**src/rtl/ram_arbiter.sv**
```systemverilog
// ram_arbiter: shares one RAM port among NREQ requesters using aged-priority
// round-robin arbitration. A grant runs one transfer of one or two words; the
// second word's address is derived here, so requesters never drive RAM directly.

package cpu_types_pkg;
    typedef enum logic [1:0] {
        FREE   = 2'd0,
        BUSY   = 2'd1,
        ACCESS = 2'd2,
        ERROR  = 2'd3
    } ramstate_t;
endpackage

module ram_arbiter
    import cpu_types_pkg::*;
#(
    parameter int         NREQ         = 4,
    parameter logic [7:0] PRIO         = 8'b0000_0101,
    parameter int         STARVE_LIMIT = 8
) (
    input  logic                 CLK,
    input  logic                 nRST,
    input  logic [NREQ-1:0]      req,
    input  logic [NREQ-1:0]      wen,
    input  logic [NREQ-1:0]      burst,
    input  logic [NREQ*32-1:0]   addr,
    input  logic [NREQ*32-1:0]   wdata,
    output logic [NREQ-1:0]      ack,
    output logic [31:0]          rdata,
    output logic [NREQ-1:0]      gnt,
    output logic                 ramREN,
    output logic                 ramWEN,
    output logic [31:0]          ramaddr,
    output logic [31:0]          ramstore,
    input  logic [31:0]          ramload,
    input  ramstate_t            ramstate
);

    localparam int              IW      = (NREQ > 1) ? $clog2(NREQ) : 1;
    localparam logic [3:0]      AGE_MAX = 4'(STARVE_LIMIT);
    localparam logic [IW-1:0]   LAST    = IW'(NREQ - 1);

    typedef enum logic [1:0] {
        S_IDLE  = 2'd0,
        S_BEAT0 = 2'd1,
        S_BEAT1 = 2'd2
    } state_t;

    state_t                 r_state;
    state_t                 w_state_nxt;
    logic [IW-1:0]          r_owner;
    logic [IW-1:0]          r_rr_ptr;
    logic [IW-1:0]          w_winner;
    logic [IW-1:0]          w_rr_nxt;
    logic [NREQ-1:0][3:0]   r_age;
    logic [NREQ-1:0]        w_promo;
    logic [NREQ-1:0]        w_high;
    logic [NREQ-1:0]        w_low;
    logic [NREQ-1:0]        w_tier;
    logic                   w_arb;
    logic                   w_own_req;
    logic                   w_own_wen;
    logic                   w_own_burst;
    logic [31:0]            w_own_addr;
    logic [31:0]            w_own_wdata;

    // First set bit of mask at or after ptr, wrapping modulo NREQ.
    function automatic logic [IW-1:0] rr_pick(input logic [NREQ-1:0] mask,
                                              input logic [IW-1:0]   ptr);
        logic [IW-1:0] pick;
        logic          found;
        int            idx;
        pick  = '0;
        found = 1'b0;
        for (int k = 0; k < NREQ; k++) begin
            idx = int'(ptr) + k;
            if (idx >= NREQ) begin
                idx = idx - NREQ;
            end else begin
                idx = idx;
            end
            if (!found && mask[idx]) begin
                pick  = IW'(idx);
                found = 1'b1;
            end else begin
                pick  = pick;
            end
        end
        return pick;
    endfunction

    // Sort requesters into tiers and choose the round-robin winner of the top non-empty tier.
    always_comb begin
        w_promo = '0;
        w_high  = '0;
        w_low   = '0;
        for (int i = 0; i < NREQ; i++) begin
            if (req[i] && (r_age[i] == AGE_MAX)) begin
                w_promo[i] = 1'b1;
            end else if (req[i] && PRIO[i]) begin
                w_high[i] = 1'b1;
            end else if (req[i]) begin
                w_low[i] = 1'b1;
            end else begin
                w_low[i] = 1'b0;
            end
        end
        if (|w_promo) begin
            w_tier = w_promo;
        end else if (|w_high) begin
            w_tier = w_high;
        end else begin
            w_tier = w_low;
        end
        w_winner = rr_pick(w_tier, r_rr_ptr);
        if (w_winner == LAST) begin
            w_rr_nxt = '0;
        end else begin
            w_rr_nxt = w_winner + IW'(1);
        end
        w_arb = (r_state == S_IDLE) && (|req);
    end

    // Fields belonging to the current owner.
    always_comb begin
        w_own_req   = req[r_owner];
        w_own_wen   = wen[r_owner];
        w_own_burst = burst[r_owner];
        w_own_addr  = addr[32*int'(r_owner) +: 32];
        w_own_wdata = wdata[32*int'(r_owner) +: 32];
    end

    // Next state and Mealy outputs; retry simply holds the beat until RAM reports ACCESS.
    always_comb begin
        w_state_nxt = r_state;
        ack         = '0;
        rdata       = 32'h0;
        gnt         = '0;
        ramREN      = 1'b0;
        ramWEN      = 1'b0;
        ramaddr     = 32'h0;
        ramstore    = 32'h0;
        case (r_state)
            S_IDLE: begin
                if (|req) begin
                    w_state_nxt = S_BEAT0;
                end else begin
                    w_state_nxt = S_IDLE;
                end
            end
            S_BEAT0, S_BEAT1: begin
                gnt[r_owner] = 1'b1;
                ramstore     = w_own_wdata;
                if (r_state == S_BEAT1) begin
                    ramaddr = w_own_addr + 32'd4;
                end else begin
                    ramaddr = w_own_addr;
                end
                if (!w_own_req) begin
                    // Withdrawn: enables stay low, no ack, back to IDLE.
                    w_state_nxt = S_IDLE;
                end else begin
                    ramREN = ~w_own_wen;
                    ramWEN = w_own_wen;
                    if (ramstate == ACCESS) begin
                        ack[r_owner] = 1'b1;
                        if (!w_own_wen) begin
                            rdata = ramload;
                        end else begin
                            rdata = 32'h0;
                        end
                        if ((r_state == S_BEAT0) && w_own_burst) begin
                            w_state_nxt = S_BEAT1;
                        end else begin
                            w_state_nxt = S_IDLE;
                        end
                    end else begin
                        w_state_nxt = r_state;
                    end
                end
            end
            default: begin
                w_state_nxt = S_IDLE;
            end
        endcase
    end

    // State, owner and round-robin pointer registers.
    always_ff @(posedge CLK or negedge nRST) begin
        if (!nRST) begin
            r_state  <= S_IDLE;
            r_owner  <= '0;
            r_rr_ptr <= '0;
        end else begin
            r_state <= w_state_nxt;
            if (w_arb) begin
                r_owner  <= w_winner;
                r_rr_ptr <= w_rr_nxt;
            end
        end
    end

    // Age counters: clear when not requesting, otherwise age on each lost arbitration.
    always_ff @(posedge CLK or negedge nRST) begin
        if (!nRST) begin
            r_age <= '0;
        end else begin
            for (int i = 0; i < NREQ; i++) begin
                if (!req[i]) begin
                    r_age[i] <= 4'd0;
                end else if (w_arb) begin
                    if (w_winner == IW'(i)) begin
                        r_age[i] <= 4'd0;
                    end else if (r_age[i] < AGE_MAX) begin
                        r_age[i] <= r_age[i] + 4'd1;
                    end
                end
            end
        end
    end

endmodule

```
**config.mk**
```make
export PLATFORM = sky130hd
export DESIGN_NAME = ram_arbiter
export DESIGN_NICKNAME = d
export VERILOG_FILES = /design/src/rtl/ram_arbiter.sv
export SDC_FILE = /design/constraint.sdc
export NUM_CORES = 1
export LEC_CHECK = 0
export CAP_MARGIN = 15
export CORE_AREA = 2 2 161 163
export DETAILED_ROUTE_END_ITERATION = 16
export DIE_AREA = 0 0 163 165
export PLACE_DENSITY_LB_ADDON = 0.25
export SETUP_SLACK_MARGIN = 0.02
export SYNTH_ARGS = -nofsm -noshare
export SYNTH_HDL_FRONTEND = slang
export SYNTH_SLANG_ARGS = --single-unit
```
**constraint.sdc**
```tcl
create_clock -name CLK -period 3.6 [get_ports CLK]
set_clock_uncertainty 0.15 [all_clocks]
set_input_delay 0.54 -clock CLK [delete_from_list [all_inputs] [get_ports CLK]]
set_output_delay 0.54 -clock CLK [all_outputs]
set_load 0.05 [all_outputs]
```
== Word level (Yosys, flattened, before mapping) ==
Cells that the tools add are included.
Word-level totals
  word-level logic and storage cells: 161
  bits of input ports: 304
  register bits: 22
  output and inout bits: 106
Cells by class
  reductions and logical operators: 23
  shifts and indexed selects: 2
  bitwise logic cells: 1
  add/subtract/negate cells: 13
  mux-type cells: 82
  equal/unequal tests: 19
  magnitude comparators: 14
Operator list (number)
  32-bit 2-to-1 mux: 11
  128-bit by 8-bit variable part select with 32-bit output: 2
  32-bit by 4-bit < comparator with 1-bit output, second input constant: 4
  4-bit 2-to-1 mux: 22
  32-bit by 3-bit adder with 32-bit output, second input constant: 1
  1-bit 2-to-1 mux: 32
  4-bit by 1-bit adder with 4-bit output, second input constant: 4
  4-bit equality test, second input constant: 4
  4-bit < comparator, second input constant: 4
  2-bit 2-to-1 mux: 8
  1-bit binary-select mux with 2-bit select: 7
  3-bit by 1-bit inequality test with 1-bit output, second input constant: 4
  3-bit by 3-bit subtractor with 4-bit output, second input constant: 3
  1-bit logical AND: 10
  3-bit >= comparator, second input constant: 3
  2-bit equality test, second input constant: 4
  2-bit by 1-bit inequality test with 1-bit output, second input constant: 4
  2-bit AND reduction: 4
  4-bit OR reduction: 2
  2-bit by 2-bit adder with 3-bit output, second input constant: 2
  2-bit by 1-bit equality test with 1-bit output, second input constant: 2
  2-bit zero test: 2
  2-bit one-hot mux with 2 select lines: 1
  2-bit OR reduction: 2
  10 further kinds: 12

== Longest topological paths before layout ==
  depth in word-level cells: 23
  depth in mapped cells: 13
  depth with buffers taken out: 13

== Worst setup path before layout ==
OpenSTA, ideal clock, no wires.
  path type: reg-to-output
  from: reg r_owner[0]
  to: out ramaddr[31]
  arrival: 2.991 ns
  path buffers: 2
  required time: 2.910 ns
  cell stages (with the launch flop): 9
  setup slack: -0.081 ns
  cell sequence: dfrtp_1 -> buf_4 -> buf_12 -> mux4_2 -> nand4_4 -> nor4b_4 -> nand2_2 -> or4_1 -> a21boi_1
Between the ends
  word-level cells in the longest chain between the ends: 4
RTL lines
  start, declared: line 51  | logic [IW-1:0] r_owner;
  start signal, assigned: line 197  | r_owner <= w_winner;
  128-bit by 8-bit variable part select with 32-bit output *: line 129  | w_own_addr = addr[32*int'(r_owner) +: 32];
  32-bit by 3-bit adder with 32-bit output: line 155  | ramaddr = w_own_addr + 32'd4;
  32-bit 2-to-1 mux *: line 154  | if (r_state == S_BEAT1) begin
  32-bit 2-to-1 mux *: line 143  | case (r_state)
  end, declared: line 33  | output logic [31:0] ramaddr,
Every way passes the cells marked *; elsewhere a longest branch is shown, timed or not.

== Worst setup path in the final report ==
Ends and elaborated chain as after synthesis.

==> impl_metrics.csv <==
group,metric,value,unit
timing,timing.final.crit_period,3.501,ns
critical_path,required,2.91,ns
cells_and_area,final_common_cell,"clkdlybuf4s50_1",
yosys,synthArstFlopShare,100.0,%
floorplan,die_h,165,um
global_routing,grtUsageTotal,14.97,%
critical_path,critical_path_class,"reg -> out",
cells_and_area,most-common-layout-cells,"clkdlybuf4s50_1 (335), and2_1 (86), buf_12 (71)",
yosys,postSynthCellCount,444,
timing,timing.final.crit_share,97.25,%
critical_path,worstPathCellList,"clkbuf_4 > buf_4 > buf_12 > mux4_2 > and2_4 > nand4b_1 > or4_4 > a21boi_4 > buf_12",
cells_and_area,final_cells,1207,
critical_path,critical_path_buf_inv_count,4,
power_and_ir_drop,power.total,6.266,mW
placed_design,globalplace.congestion,0.8065,
critical_path,path_delay_family,"simple AND/OR/NAND/NOR gates",
floorplan,die_w,163,um
detailed_routing,num_vias,5248,
clock_network,clk_latency,0.26,ns
yosys,synthFlopType,"dfrtp_1",
yosys,avgSynthCellArea,9.832,um^2
detailed_routing,wl_per_cell,18.44,um
clock_network,ctsHoldBuffers,0,
clock_network,cts_buffers,3,
timing,finalSetupViolCount,0,
critical_path,cp_max_fo,41,
clock_network,clkSinkCount,22,
floorplan,rows,58,
power_and_ir_drop,leakagePower,3.833,nW
global_routing,antenna_found_initial,0,
timing,hold_violations,0,
timing,tns,0,ns
global_routing,grt_max_degree,48,
critical_path,worstSetupEndpointType,"primary output",
cells_and_area,fin_nets,1199,
floorplan,ioPinCount,410,
timing,slew_headroom,60.26,%
global_routing,grt_first_pass_wirelength,31230,um
yosys,synth-edff-count,0,
floorplan,start_util,17.44,%
flow_run,maxCapViolations,0,
critical_path,max_stage_delay,0.52,ns
power_and_ir_drop,ir_worst_vdd,0.3088,mV
cells_and_area,antenna_cells,0,
yosys,syn_nets,765,
yosys,syn_area,4365,um^2
clock_network,clock_path_buffers,2,
yosys,yosys_warnings,0,
critical_path,crit_top_cell,"buf_12",
detailed_routing,drc,0,
floorplan,core,25040,um^2
detailed_routing,detail_route.wirelength,22250,um
clock_network,cts_tree,"yes",
detailed_routing,drt_iter0_markers,187,
detailed_routing,vias_per_cell,4.348,
cells_and_area,drive_gt1_share,25.54,%
global_routing,grt_pass1_vias,5372,
floorplan,dieArea,26900,um^2
critical_path,cpMaxStageDelayCell,"or4_4",
yosys,ys_seq_area_share,12.61,%
yosys,synth.distinct_cells,48,
detailed_routing,dr.pass1.iters,4,
cells_and_area,syn_to_final_growth,130.6,%
critical_path,worstSetupStartpointType,"flop",
clock_network,cts-root-buf,"clkbuf_16",
clock_network,cts.clk_slew.worst_paths,0.06,ns
timing,slew_viol_final,0,
detailed_routing,ant_nets,0,
timing,rsz0062_at_grt,"true",
global_routing,gr-total-overflow,0,
placed_design,port_buffers,409,
placed_design,dp_cells,1176,
clock_network,cts_max_level,1,
timing,max_slew.worst_pin.slew,0.5899,ns
timing,clock.fmax,285.6,MHz
critical_path,cp.arrival,2.81,ns
hold_path,hp-class,"reg -> reg",
placed_design,hpwl,18490,um
outcome,status,"complete, no violations",
yosys,ys_ff_latch,22,
power_and_ir_drop,power_density,622.5,nW/um^2
[power breakdown]
part / leakage, nW / total [mW] / switching (mW) / internal, mW
registers: 0.291 / 0.412 / 0.101 / 0.311
clock network: 0.0442 / 0.263 / 0.0934 / 0.170
logic: 3.50 / 5.59 / 2.98 / 2.61
total: 3.83 / 6.27 / 3.17 / 3.09
[cells by family after synthesis]
family,after synthesis,synth area share (%)
mux,70,35.37
xor+xnor,28,5.618
simple gates,214,30.04
buf+inv,48,4.930
fa+ha+maj,17,4.872
compound gates,45,6.564
flops,22,12.61
[area by class of cell]
class,instances,area [um^2]
well taps,330,412.9
flip-flops and latches,22,558.0
repair buffers,459,5235
fillers,2472,14970
clock buffers,4,88.84
multi-input cells,374,3704
inverters,18,67.56
[repair_timing]
action,CTS,global route
setup buffers,10,16
gates resized for setup,5,32
gates cloned,0,1
pin swaps,8,14
setup endpoints to repair,12,16
[through the flow]
step | setup slack [ns] | area, um^2 | hold WS (ns) | utilization (%)
floorplan | 0.1402 | 4369 | 0.09441 | -
global placement | -0.05329 | 9617 | 0.3819 | 38.41
detailed placement | -0.1147 | 9617 | 0.3862 | 38.41
CTS | 0.01997 | 9821 | 0.3993 | 39.23
global route | -0.04082 | 10070 | 0.4445 | 40.20
finish | 0.09905 | 10070 | 0.3961 | 40.20
[final timing paths]
path	from	end	slack (ns)	depth (start not counted)
max reg2reg	r_age[4]	r_age[4]	0.64	13
min	r_state[0]	r_state[0]	0.40	2
max in group asynchronous	nRST	r_owner[1]	2.55	2
max	r_owner[0]	ramaddr[31]	0.1	9
min reg2reg	r_state[0]	r_state[0]	0.40	2
min in group asynchronous	nRST	r_age[7]	0.49	2
[Yosys cell counts (2+ instances only)]
| master | number | area (um^2) |
|---|---|---|
| inv_1 | 18 | 67.56 |
| buf_4 | 3 | 22.52 |
| ha_1 | 17 | 212.7 |
| a22oi_1 | 7 | 52.55 |
| nand4b_1 | 6 | 52.55 |
| nand3_1 | 7 | 35.03 |
| nor3_1 | 5 | 25.02 |
| a41oi_1 | 2 | 17.52 |
| xor2_1 | 8 | 70.07 |
| nand2b_1 | 6 | 37.54 |
| and2_1 | 97 | 606.8 |
| clkbuf_1 | 19 | 71.32 |
| and4b_1 | 3 | 30.03 |
| xnor2_1 | 20 | 175.2 |
| a31o_2 | 2 | 17.52 |
| nor2_1 | 20 | 75.07 |
| and3_1 | 4 | 25.02 |
| nor2b_1 | 14 | 87.58 |
| nand2_1 | 23 | 86.33 |
| nand4_1 | 11 | 68.82 |
| nor3b_1 | 8 | 60.06 |
| mux4_2 | 66 | 1486 |
| dfrtp_1 | 22 | 550.5 |
| o22ai_1 | 4 | 25.02 |
| and3b_1 | 2 | 17.52 |
| a21oi_1 | 9 | 45.04 |
| buf_2 | 6 | 30.03 |
| o21ai_0 | 14 | 70.07 |
| mux2i_1 | 2 | 20.02 |
[sequential cells by signal, summed over array words and instances, names as in the netlist]
signal / cells
r_owner: 2
r_rr_ptr: 2
r_state: 2
r_age: 16
[layer usage]
metal  vias up  GRT usage (%)  wire length (um)
met1      2470          18.23              8718
met2       243          27.77             11560
met4         0          1.609               186
li1       2522              -                 -
met3        13          3.315              1786
met5         -              0                 0
[worst min-delay path: stages (launching register included)]
cell	delay (ns)
dfrtp_1	0.39
nand2_1	0.06
o21ai_0	0.06
Note: power is estimated with default switching activity, not from simulation.
